==> src/rtl/bcd_serial_add_ctrl.sv <==
// bcd_serial_add_ctrl: digit-serial packed-BCD adder controller.
// One accepted start latches the operands and adds them one decimal digit
// per cycle, least significant digit first. The result, the decimal carry
// out and the error flag are registered and stay stable until the next start.
//
// Optional feature (compile-time macro BCD_DIGIT_CHECK_EN):
//   When defined, an operand digit above 9 aborts the addition early. That
//   digit is not written, err is raised, Cout is cleared and done pulses.
//   When undefined, err is tied low and such digits go through the normal
//   add-and-correct path.
module bcd_serial_add_ctrl #(
    // Digits per operand, legal range 1..8
    parameter int unsigned NDIG = 4
) (
    input  logic              clk,
    input  logic              rst,
    input  logic              start,
    input  logic [4*NDIG-1:0] A,
    input  logic [4*NDIG-1:0] B,
    input  logic              Cin,
    output logic [4*NDIG-1:0] S,
    output logic              Cout,
    output logic              busy,
    output logic              done,
    output logic              err
);

    // The digit index is at least 1 bit wide, even when NDIG is 1.
    localparam int unsigned IdxW = (NDIG > 1) ? $clog2(NDIG) : 1;
    localparam logic [IdxW-1:0] LastIdx = IdxW'(NDIG - 1);

    typedef enum logic [1:0] {
        StIdle = 2'd0,
        StAdd  = 2'd1,
        StDone = 2'd2
    } state_e;

    state_e            state_q, state_d;
    logic [IdxW-1:0]   idx_q, idx_d;
    logic              c_q, c_d;
    logic [4*NDIG-1:0] a_q, a_d;
    logic [4*NDIG-1:0] b_q, b_d;
    logic [4*NDIG-1:0] s_q, s_d;
    logic              cout_q, cout_d;

    // Datapath for the digit currently selected by idx_q
    logic [3:0] a_dig;
    logic [3:0] b_dig;
    logic [4:0] dig_sum;
    logic [4:0] dig_adj;
    logic       dig_gt9;
    logic [3:0] dig_out;
    logic       is_last;

    assign a_dig   = a_q[4*int'(idx_q) +: 4];
    assign b_dig   = b_q[4*int'(idx_q) +: 4];
    assign dig_sum = {1'b0, a_dig} + {1'b0, b_dig} + {4'b0000, c_q};
    assign dig_gt9 = (dig_sum > 5'd9);
    // Adding 6 skips the six unused codes; the overflow past bit 3 becomes the carry.
    assign dig_adj = dig_sum + 5'd6;
    assign dig_out = dig_gt9 ? dig_adj[3:0] : dig_sum[3:0];
    assign is_last = (idx_q == LastIdx);

`ifdef BCD_DIGIT_CHECK_EN
    logic err_q, err_d;
    logic dig_bad;

    assign dig_bad = (a_dig > 4'd9) || (b_dig > 4'd9);
`endif

    // Next-state and datapath update; every target holds its value unless assigned.
    always_comb begin
        state_d = state_q;
        idx_d   = idx_q;
        c_d     = c_q;
        a_d     = a_q;
        b_d     = b_q;
        s_d     = s_q;
        cout_d  = cout_q;
`ifdef BCD_DIGIT_CHECK_EN
        err_d   = err_q;
`endif

        unique case (state_q)
            StIdle: begin
                if (start) begin
                    a_d     = A;
                    b_d     = B;
                    c_d     = Cin;
                    idx_d   = '0;
                    s_d     = '0;
                    cout_d  = 1'b0;
`ifdef BCD_DIGIT_CHECK_EN
                    err_d   = 1'b0;
`endif
                    state_d = StAdd;
                end
            end

            StAdd: begin
`ifdef BCD_DIGIT_CHECK_EN
                if (dig_bad) begin
                    // Keep the digits already written and leave this one untouched.
                    err_d   = 1'b1;
                    cout_d  = 1'b0;
                    state_d = StDone;
                end else
`endif
                begin
                    s_d[4*int'(idx_q) +: 4] = dig_out;
                    c_d = dig_gt9;
                    if (is_last) begin
                        cout_d  = dig_gt9;
                        idx_d   = '0;
                        state_d = StDone;
                    end else begin
                        idx_d = idx_q + IdxW'(1);
                    end
                end
            end

            StDone: begin
                state_d = StIdle;
            end

            default: begin
                state_d = StIdle;
            end
        endcase
    end

    // State registers; a synchronous reset takes priority over everything else.
    always_ff @(posedge clk) begin
        if (rst) begin
            state_q <= StIdle;
            idx_q   <= '0;
            c_q     <= 1'b0;
            a_q     <= '0;
            b_q     <= '0;
            s_q     <= '0;
            cout_q  <= 1'b0;
        end else begin
            state_q <= state_d;
            idx_q   <= idx_d;
            c_q     <= c_d;
            a_q     <= a_d;
            b_q     <= b_d;
            s_q     <= s_d;
            cout_q  <= cout_d;
        end
    end

`ifdef BCD_DIGIT_CHECK_EN
    // Error flag register
    always_ff @(posedge clk) begin
        if (rst) begin
            err_q <= 1'b0;
        end else begin
            err_q <= err_d;
        end
    end

    assign err = err_q;
`else
    assign err = 1'b0;
`endif

    // Status outputs are decoded from the state register only.
    assign busy = (state_q == StAdd);
    assign done = (state_q == StDone);
    assign S    = s_q;
    assign Cout = cout_q;

endmodule

==> config.mk <==
export PLATFORM = sky130hd
export DESIGN_NAME = bcd_serial_add_ctrl
export DESIGN_NICKNAME = d
export VERILOG_FILES = /design/src/rtl/bcd_serial_add_ctrl.sv
export SDC_FILE = /design/constraint.sdc
export NUM_CORES = 1
export LEC_CHECK = 0
export CORE_UTILIZATION = 58
export DETAILED_ROUTE_END_ITERATION = 16
export DONT_BUFFER_PORTS = 1
export PLACE_DENSITY = 0.8
export SYNTH_ARGS = -nofsm -noshare
export SYNTH_HDL_FRONTEND = slang
export SYNTH_SLANG_ARGS = --single-unit
==> constraint.sdc <==
create_clock -name clk -period 9.5 [get_ports clk]
set_input_delay 0.95 -clock clk [delete_from_list [all_inputs] [get_ports clk]]
set_output_delay 0.95 -clock clk [all_outputs]
set_load 0.1 [all_outputs]
==> results of run 1 <==
-- cell type report --
cell class                      instances  area [sq um]
Timing Repair Buffer                    1         7.507
Sequential cell                        54          1081
Clock buffer                            5         68.82
Tap cell                               50         62.56
Multi-Input combinational cell        199          1285
Fill cell                             358          1486
Inverter                                4         15.01
Clock inverter                          3         22.52
-- metal layers --
| layer | share of wire [%] | track usage, % | up-vias |
|---|---|---|---|
| met5 | 0 | 0 | - |
| met4 | 2.1 | 9.309 | 0 |
| met3 | 5.1 | 6.336 | 10 |
| met2 | 47 | 37.63 | 53 |
| met1 | 46 | 29.64 | 866 |
| li1 | - | - | 921 |
-- through the flow --
step           hold slack (ns)  instances  instance area (sq um)  total power [mW]  setup slack [ns]
6_report                0.4509        316                   2542            0.4547             5.369
2_1_floorplan           0.4331        274                   2442            0.3193             5.801
3_5_place_dp            0.4380        308                   2451            0.3303             5.384
5_1_grt                 0.4728        316                   2542            0.4754             5.098
3_3_place_gp            0.4341        308                   2451            0.3276             5.500
4_1_cts                 0.4524        316                   2542            0.4581             5.347
-- sequential cells by signal, summed over array words and instances, names as in the netlist --
signal	count
S	16
a_q	16
b_q	16
idx_q	2
state_q	2
Cout	1
c_q	1
-- worst max-delay path by stage --
stage | startpoint | to | slack [ns] | cells past startpoint
finish | idx_q[0]$_SDFFE_PP0P_ | S[14]$_SDFFE_PP0P_ | 5.37 | 11
floorplan | idx_q[0]$_SDFFE_PP0P_ | S[14]$_SDFFE_PP0P_ | 5.80 | 12
CTS | idx_q[0]$_SDFFE_PP0P_ | S[14]$_SDFFE_PP0P_ | 5.35 | 11
detailed placement | idx_q[0]$_SDFFE_PP0P_ | S[14]$_SDFFE_PP0P_ | 5.38 | 11
global placement | idx_q[0]$_SDFFE_PP0P_ | S[14]$_SDFFE_PP0P_ | 5.50 | 11
global route | idx_q[0]$_SDFFE_PP0P_ | S[14]$_SDFFE_PP0P_ | 5.10 | 11
-- layout by cell type (no fill, tap or decap), drive strengths merged --
cell and n:
nand2 70, dfxtp 54, a21oi 38, nor2 17
a22oi 10, mux4 8, a22o 8, ha 8
nor2b 8, a21o 6, inv 6, clkbuf 5
nand2b 3, and3 3, xnor2 2, or2 2
and3b 2, fa 2, nor3b 1, a31o 1
nand3 1, o31ai 1, mux2 1, nor4b 1
mux2i 1, o21bai 1, nand3b 1, a221oi 1
nand4b 1, conb 1, clkinv 1, buf 1
-- cells by family (layout without fill, tap and decap cells) --
kind of cell	count (synthesis)	count (layout)	share of synthesized area [%]
xor+xnor	2	2	0.7173
mux	10	10	8.401
other cells	1	1	0.1535
simple gates	110	110	19.83
compound gates	66	66	17.47
fa+ha+maj	10	10	5.738
buf+inv	21	13	3.432
flops	54	54	44.26
-- cell usage after synthesis, drive strengths merged, types with 4 or more instances --
master / n / area, sq um
buf: 5 / 23.77
a22o: 8 / 70.07
nand2: 70 / 262.8
a22oi: 10 / 75.07
inv: 4 / 15.01
clkbuf: 12 / 45.04
ha: 8 / 100.1
a21o: 6 / 45.04
mux4: 8 / 180.2
nor2: 17 / 66.32
nor2b: 8 / 50.05
a21oi: 38 / 190.2
dfxtp: 54 / 1081
-- power groups by stage --
| stage | clock network, mW | registers [mW] | logic [mW] |
|---|---|---|---|
| 2_1_floorplan | 0 | 0.253 | 0.0665 |
| 3_3_place_gp | 0 | 0.257 | 0.0705 |
| 3_5_place_dp | 0 | 0.258 | 0.0728 |
| 4_1_cts | 0.132 | 0.252 | 0.0736 |
| 5_1_grt | 0.140 | 0.254 | 0.0817 |
| 6_report | 0.129 | 0.252 | 0.0736 |
-- worst max-delay path, cell delays in order (launching register included) --
cell and delay, ns:
dfxtp_1 0.78, mux4_2 0.61, fa_1 0.45, fa_1 0.43, xnor2_1 0.18, ha_1 0.24, nor2b_1 0.13, a31o_1 0.24
o31ai_4 0.36, mux2_4 0.33, nor2_2 0.17, a22o_1 0.16
==> run_results.csv, run 1 <==
group,metric,value,unit
outcome,outcome,"finished clean",
yosys,synthArstFlopShare,0,%
yosys,syn_avg_cell_area,8.914,sq um
die,fp.dieW,66.89,microns
yosys,synth_nets,320,
cells_and_area,drive_above_1_share,9.398,%
power_and_ir_drop,pwr-share-clk,28.3,%
yosys,synth_edf_count,0,
clock_network,postCtsHoldBufs,0,
route,routedWlPerCell,15.01,microns
yosys,yosysWarnings,0,
min_path,min_delay_path_depth,2,
sta,min_period,4.131,ns
clock_network,clk_pin_slew,0.10,ns
placement,port_buffers,0,
sta,worst_pin_slew,1.118,ns
die,start_util,60.62,%
route,wl,4.743,mm
die,rows,23,
route,drc,0,
die,core_area,4029,sq um
min_path,hold_class,"register to register",
yosys,synthFlopType,"dfxtp_1",
global_route,overflow,0,
power_and_ir_drop,power.leakage,0.9778,nW
clock_network,cts_buffer_depth,2,
worst_setup_path,worstReg2RegEnd,"S[14]$_SDFFE_PP0P_",
route,viasPerCell,5.854,
worst_setup_path,critical_path_class,"register to register",
sta,setup_tns,0,ns
worst_setup_path,r2r_setup_slack,5.37,ns
power_and_ir_drop,seq_power_share,55.5,%
sta,min_period_over_period,43.49,%
clock_network,cts_tree,"done",
route,vias,1850,
cells_and_area,nets,311,
worst_setup_path,cp_max_fo,13,
die,die_area,4474,sq um
cells_and_area,utilization,63.11,%
yosys,netlist_area,2442,sq um
route,dr.pass1.iters,4,
clock_network,cts_setup_buffers,0,
global_route,grt_pass1_vias,1745,
worst_setup_path,reg2regPathDepth,11,
yosys,yosysSeqAreaShare,44.26,%
sta,fin_skew,0.01213,ns
yosys,synthDistinctLibCells,34,
sta,hold_violations,0,
sta,timing.fmax,242.1,MHz
global_route,antenna_found_initial,0,
clock_network,clkSinkCount,54,
route,drt_iter0_markers,101,
power_and_ir_drop,p_int,0.3210,mW
global_route,grt_max_degree,53,
clock_network,clock-root-buffer,"clkbuf_8",
worst_setup_path,worstSetupStartpointType,"register",
min_path,holdCritStartpoint,"a_q[12]$_SDFFE_PP0P_",
global_route,grt_pass1_wl,7.755,mm
cells_and_area,area_growth,4.098,%
power_and_ir_drop,combPwrFrac,16.2,%
worst_setup_path,worstSetupEndpointType,"register",
global_route,track_usage,23.46,%
yosys,synthesis.instances,274,
cells_and_area,num_antenna_cells,0,
power_and_ir_drop,p_sw,0.1337,mW
sta,maxSlewViolCount,0,
route,ant_nets,0,
worst_setup_path,rr_startpoint,"idx_q[0]$_SDFFE_PP0P_",
placement,dpl.hpwl,3.369,mm
worst_setup_path,worstPathRequired,9.76,ns
sta,rsz0062_at_grt,"no",
sta,relSlewSlack,25.37,%
placement,gp_congestion,0.8452,
power_and_ir_drop,switching_share,29.40,%
worst_setup_path,worstPathArrival,4.39,ns
yosys,ys_ff_latch,54,
flow_run,drv_cap,0,
clock_network,cts_resized,0,
power_and_ir_drop,peakVddDrop,99.05,uV
die,fp.dieH,66.89,microns
power_and_ir_drop,power_density,178.8,nW/um^2
min_path,min_to,"a_q[12]$_SDFFE_PP0P_",
sta,setup_viol,0,
clock_network,htreeDepth,2,
die,io_pins,56,
clock_network,clk_latency,0.31,ns
clock_network,cts_inserted_buffers,5,
No activity file was read; power rests on OpenSTA's default activity.
==> run 2: changes to the inputs <==
Settings changed: ABC_AREA set to 1, CORE_UTILIZATION 58 to 56.
Clock period 9.5 ns to 3.4 ns, I/O delays scaled along.
==> run_results.csv, run 2 <==
group,metric,value,unit
yosys,synth_fa_ha_area_share,5.403,%
global_route,grt_pass1_vias,2091,
sta,hold_violations,0,
sta,worst_pin_slew,1.053,ns
min_path,holdCritStartpoint,"rst",
cells_and_area,layout_common_cells,"94 x nor2_1, 53 x dfxtp_1, 50 x o21ai_0, 35 x nand2_1",
die,start_util,58.76,%
worst_setup_path,rr_startpoint,"idx_q[0]$_SDFFE_PP0P_",
worst_setup_path,critical_path_class,"register to register",
sta,timing.fmax,314.5,MHz
worst_setup_path,r2r_setup_slack,0.22,ns
worst_setup_path,cp_top_family,"adder cells",
power_and_ir_drop,power.leakage,1.133,nW
die,fp.dieH,70.06,microns
flow_run,drv_cap,0,
clock_network,cts_tree,"done",
sta,setup_viol,0,
sta,setup_tns,0,ns
worst_setup_path,worstSetupEndpointType,"register",
die,core_area,4414,sq um
route,drc,0,
worst_setup_path,cp_common_cell,"nand2_2",
min_path,min_delay_path_depth,1,
sta,min_period,3.179,ns
yosys,synth_top_family_by_area,"simple AND/OR/NAND/NOR gates",
clock_network,postCtsHoldBufs,0,
die,die_area,4908,sq um
yosys,yosysWarnings,0,
clock_network,clk_latency,0.31,ns
power_and_ir_drop,peakVddDrop,297.6,uV
worst_setup_path,crit_start,"idx_q[0]$_SDFFE_PP0P_",
yosys,synth_commonest_cells,"95 x nor2_1, 54 x dfxtp_1, 50 x o21ai_0, 35 x nand2_1, 21 x inv_1",
worst_setup_path,worstReg2RegEnd,"S[13]$_SDFFE_PP0P_",
cells_and_area,nets,401,
worst_setup_path,critPathMaxStageDelay,0.56,ns
clock_network,cts_inserted_buffers,5,
outcome,outcome,"finished clean",
clock_network,clk_pin_slew,0.09,ns
clock_network,htreeDepth,2,
min_path,min_to,"state_q[0]$_SDFFE_PP0P_",
worst_setup_path,path_buf_inv,3,
route,drt_iter0_markers,225,
placement,place_area,2610,sq um
cells_and_area,utilization,63.32,%
placement,gp_congestion,0.8242,
worst_setup_path,slowest_stage,"fa_1",
placement,port_buffers,0,
yosys,synth-simple-area-share,28.65,%
clock_network,clock-root-buffer,"clkbuf_8",
die,fp.dieW,70.06,microns
yosys,synthDistinctLibCells,31,
worst_setup_path,reg2regPathDepth,16,
route,ant_nets,0,
global_route,antenna_found_initial,0,
yosys,muxShareOfSynthArea,0,%
sta,min_period_over_period,93.51,%
yosys,synth_area_leaders,"dfxtp_1 42%, nor2_1 14%, o21ai_0 9.6%",
yosys,synthesis.instances,357,
sta,maxSlewViolCount,0,
yosys,synthArstFlopShare,0,%
yosys,yosys.area.top_type,"dfxtp_1",
yosys,synth_nets,403,
worst_setup_path,cp_max_fo,11,
yosys,synth_edf_count,0,
route,viasPerCell,5.463,
die,io_pins,56,
route,wl,5.382,mm
yosys,netlist_area,2594,sq um
worst_setup_path,worstPathArrival,3.42,ns
sta,relSlewSlack,29.75,%
global_route,overflow,0,
yosys,synth-compound-area-share,17.32,%
cells_and_area,final_cells,408,
placement,place_inst,395,
cells_and_area,final_common_cell,"nor2_1",
yosys,synth_top_area_share,41.68,%
placement,dpl.hpwl,3.961,mm
min_path,hold_class,"input port to register",
sta,fin_skew,0.009213,ns
worst_setup_path,worstPathRequired,3.64,ns
yosys,synth_xor_area_share,0,%
die,rows,24,
global_route,grt_pass1_wl,9.025,mm
clock_network,clkSinkCount,54,
yosys,yosysSeqAreaShare,41.68,%
yosys,ys_ff_latch,54,
cells_and_area,area_growth,7.766,%
yosys,synthFlopType,"dfxtp_1",
cells_and_area,num_antenna_cells,0,
route,dr.pass1.iters,4,
route,routedWlPerCell,13.19,microns
clock_network,cts_buffer_depth,2,
global_route,grt_max_degree,36,
worst_setup_path,path_cells,"clkinvlp_4 > o21ai_0 > o22ai_1 > fa_1 > fa_1 > inv_1 > ha_1 > inv_1 > nor2_1 > a21oi_2 > nand2_2 > nand2_4 > nand2_2 > nand2_2 > nand4_1 > a21oi_1",
yosys,synth_most_common_cell,"nor2_1",
route,vias,2229,
power_and_ir_drop,power_density,624.4,nW/um^2
yosys,syn_avg_cell_area,7.265,sq um
cells_and_area,drive_above_1_share,12.64,%
worst_setup_path,worstSetupStartpointType,"register",
cells_and_area,post-route-cell-area,2795,sq um
global_route,track_usage,23.01,%
## run 2: cell types whose count changed after synthesis, sizes merged, moves of 8 or more
cell / previous run / this run
nor2: 17 / 100
o21ai: 0 / 52
nand2: 70 / 44
inv: 4 / 26
a21oi: 38 / 22
nand3: 1 / 13
a22oi: 10 / 0
a22o: 8 / 0
mux4: 8 / 0
nor2b: 8 / 0
o22ai: 0 / 8
## run 2: kinds of logic after synthesis
logic type      count (synthesis)
fa+ha+maj                      10
flops                          54
other cells                     1
simple gates                  166
buf+inv                        43
compound gates                 83
## run 2: final cells by class
type	instances	area, sq um
sequential	54	1082
multi-input combinational	260	1339
timing repair buffer	8	60.06
inverter	26	106.4
clock inverter	2	60.06
fill	395	1619
clock buffer	6	82.58
tap	52	65.06
## run 2: report_power, final
group          internal, mW  switching, mW
Clock                 0.314          0.204
Combinational         0.160          0.317
Sequential            0.676         0.0746
## run 2: worst register-to-register path: cells and delay by family (launching register included)
kind	cells	cell delay, ns
AOI/OAI and AO/OA	4	0.60
adders and majority gates	3	1.23
DFF	1	0.42
buffers and inverters	3	0.37
and+or+nand+nor	6	0.47
## run 2: timing repair
| item | CTS | global route |
|---|---|---|
| setup buffers | 0 | 5 |
| endpoints found under the setup margin | 0 | 8 |
| resized for setup | 0 | 2 |
## run 2: worst max-delay path by stage
stage | slack, ns | depth (start not counted) | end
after floorplan | 0.49 | 18 | S[7]$_SDFFE_PP0P_
after global placement | 0.40 | 16 | S[13]$_SDFFE_PP0P_
after detailed placement | 0.27 | 17 | S[7]$_SDFFE_PP0P_
after CTS | 0.24 | 16 | S[13]$_SDFFE_PP0P_
after global routing | -0.007 | 16 | S[13]$_SDFFE_PP0P_
final | 0.22 | 16 | S[13]$_SDFFE_PP0P_
## run 2: stage by stage
stage	total power, mW	setup WS [ns]	hold WS (ns)
2_1_floorplan	1.143	0.4895	0.4494
3_3_place_gp	1.208	0.3966	0.4133
3_5_place_dp	1.226	0.2652	0.4131
4_1_cts	1.739	0.2407	0.08122
5_1_grt	1.837	-0.007311	0.08025
6_report	1.745	0.2206	0.09362
## run 2: layer usage
metal / GRT usage, % / routed length (microns) / vias up
li1: - / - / 1155
met5: 0 / 0 / -
met1: 27.67 / 2497 / 1009
met4: 8.222 / 112 / 0
met2: 39.85 / 2495 / 52
met3: 5.483 / 277 / 13
==> run 3: changes to the inputs <==
Settings changed: CORE_MARGIN set to 4.
==> run_results.csv, run 3 (synthesis gave the netlist of run 2 again) <==
group,metric,value,unit
outcome,outcome,"finished clean",
sta,timing.fmax,325.2,MHz
die,rows,24,
worst_setup_path,worstSetupEndpointType,"register",
sta,relSlewSlack,29.31,%
route,wl,5.323,mm
cells_and_area,num_antenna_cells,0,
sta,min_period_over_period,90.44,%
clock_network,clk_latency,0.31,ns
placement,gp_congestion,0.8125,
global_route,grt_pass1_wl,9.259,mm
cells_and_area,num-fill-cells,442,
placement,dpl.hpwl,4.104,mm
route,viasPerCell,5.439,
clock_network,postCtsHoldBufs,0,
clock_network,cts_tree,"done",
route,vias,2192,
route,dr.pass1.iters,4,
worst_setup_path,cp_max_fo,17,
die,fp.dieH,76.06,microns
sta,setup_tns,0,ns
clock_network,cts_buffer_depth,2,
global_route,overflow,0,
worst_setup_path,critical_path_class,"register to register",
cells_and_area,nets,396,
global_route,antenna_found_initial,0,
power_and_ir_drop,peakVddDrop,253.0,uV
flow_run,drv_cap,0,
global_route,track_usage,18.71,%
sta,rsz0062_at_grt,"no",
clock_network,cts_inserted_buffers,5,
power_and_ir_drop,power_density,579.0,nW/um^2
sta,min_period,3.075,ns
cells_and_area,utilization,61.20,%
route,ant_nets,0,
sta,fin_skew,0.007317,ns
route,drt_iter0_markers,209,
sta,hold_violations,0,
die,io_pins,56,
die,core_area,4414,sq um
cells_and_area,layout_common_cells,"94 x nor2_1, 53 x dfxtp_1, 49 x o21ai_0, 35 x nand2_1, 21 x inv_1",
power_and_ir_drop,power.leakage,1.086,nW
clock_network,clkSinkCount,54,
route,drc,0,
clock_network,htreeDepth,2,
global_route,grt_max_degree,36,
die,start_util,58.76,%
route,routedWlPerCell,13.21,microns
global_route,grt_pass1_vias,2055,
cells_and_area,drive_above_1_share,11.11,%
placement,port_buffers,0,
worst_setup_path,worstPathArrival,3.28,ns
min_path,hold_class,"input port to register",
cells_and_area,area_growth,4.149,%
sta,setup_viol,0,
placement,place_inst,395,
worst_setup_path,worstSetupStartpointType,"register",
sta,hold_slack,0.08880,ns
cells_and_area,final_common_cell,"nor2_1",
sta,maxSlewViolCount,0,
cells_and_area,final_cells,403,
die,fp.dieW,76.06,microns
power_and_ir_drop,finalPower,1.564,mW
clock_network,clk_pin_slew,0.10,ns
worst_setup_path,worstPathRequired,3.61,ns
die,die_area,5784,sq um
clock_network,clock-root-buffer,"clkbuf_8",
sta,worst_pin_slew,1.059,ns
==> run 3: worst max-delay path: stages, from the launching register on <==
cell     delay, ns
dfxtp_1       0.37
inv_1         0.22
o21ai_1       0.22
o22ai_1       0.11
fa_1          0.45
fa_1          0.55
inv_1         0.08
ha_1          0.20
inv_1         0.07
nor2_1        0.05
a21oi_2       0.11
nand2_2       0.09
nand2_4       0.09
nand2_2       0.07
nand4_2       0.08
nor2_1        0.06
nor2_1        0.09
nor2_1        0.05
==> run 3: through the flow <==
stage               instance area (sq um)  setup WS [ns]
global route                         2701        0.06877
floorplan                            2594         0.4895
finish                               2701         0.3252
detailed placement                   2610         0.2326
CTS                                  2700         0.2006
global placement                     2610         0.3900
==> run 3: layer usage <==
| layer | track usage, % | routed length, microns | vias to the layer above | share of wire (%) |
|---|---|---|---|---|
| li1 | - | - | 1147 | - |
| met1 | 25.52 | 2451 | 982 | 46 |
| met2 | 30.05 | 2481 | 55 | 47 |
| met3 | 3.783 | 316 | 8 | 5.9 |
| met4 | 5.245 | 73 | 0 | 1.4 |
| met5 | 0 | 0 | - | 0 |
==> run 3: layout make-up <==
type                            instances  area (sq um)  area share, %
Sequential cell                        54          1082          40.06
Inverter                               26         102.6          3.798
Clock inverter                          3         21.27         0.7874
Tap cell                               52         65.06          2.409
Clock buffer                            5         68.82          2.547
Timing Repair Buffer                    3         22.52         0.8337
Multi-Input combinational cell        260          1339          49.56
==> run 3: path summary, 6_finish.rpt <==
path	startpoint	cells after the start	slack, ns	to
setup / recovery	idx_q[0]$_SDFFE_PP0P_	17	0.33	S[15]$_SDFFE_PP0P_
setup reg to reg	idx_q[0]$_SDFFE_PP0P_	17	0.33	S[15]$_SDFFE_PP0P_
hold reg to reg	a_q[8]$_SDFFE_PP0P_	2	0.49	a_q[8]$_SDFFE_PP0P_
hold / removal	rst	1	0.09	idx_q[1]$_SDFFE_PP0P_
==> run 3: repair_timing <==
item,CTS,global route
resized for setup,0,2
setup endpoints to repair,0,9
buffers inserted,0,0
==> run 3: report_power, final <==
group	internal (mW)	leakage (nW)	total, mW	switching (mW)
clock	0.145	0.0441	0.354	0.209
sequential	0.676	0.444	0.749	0.0733
combinational	0.153	0.598	0.461	0.308
total	0.974	1.09	1.56	0.590
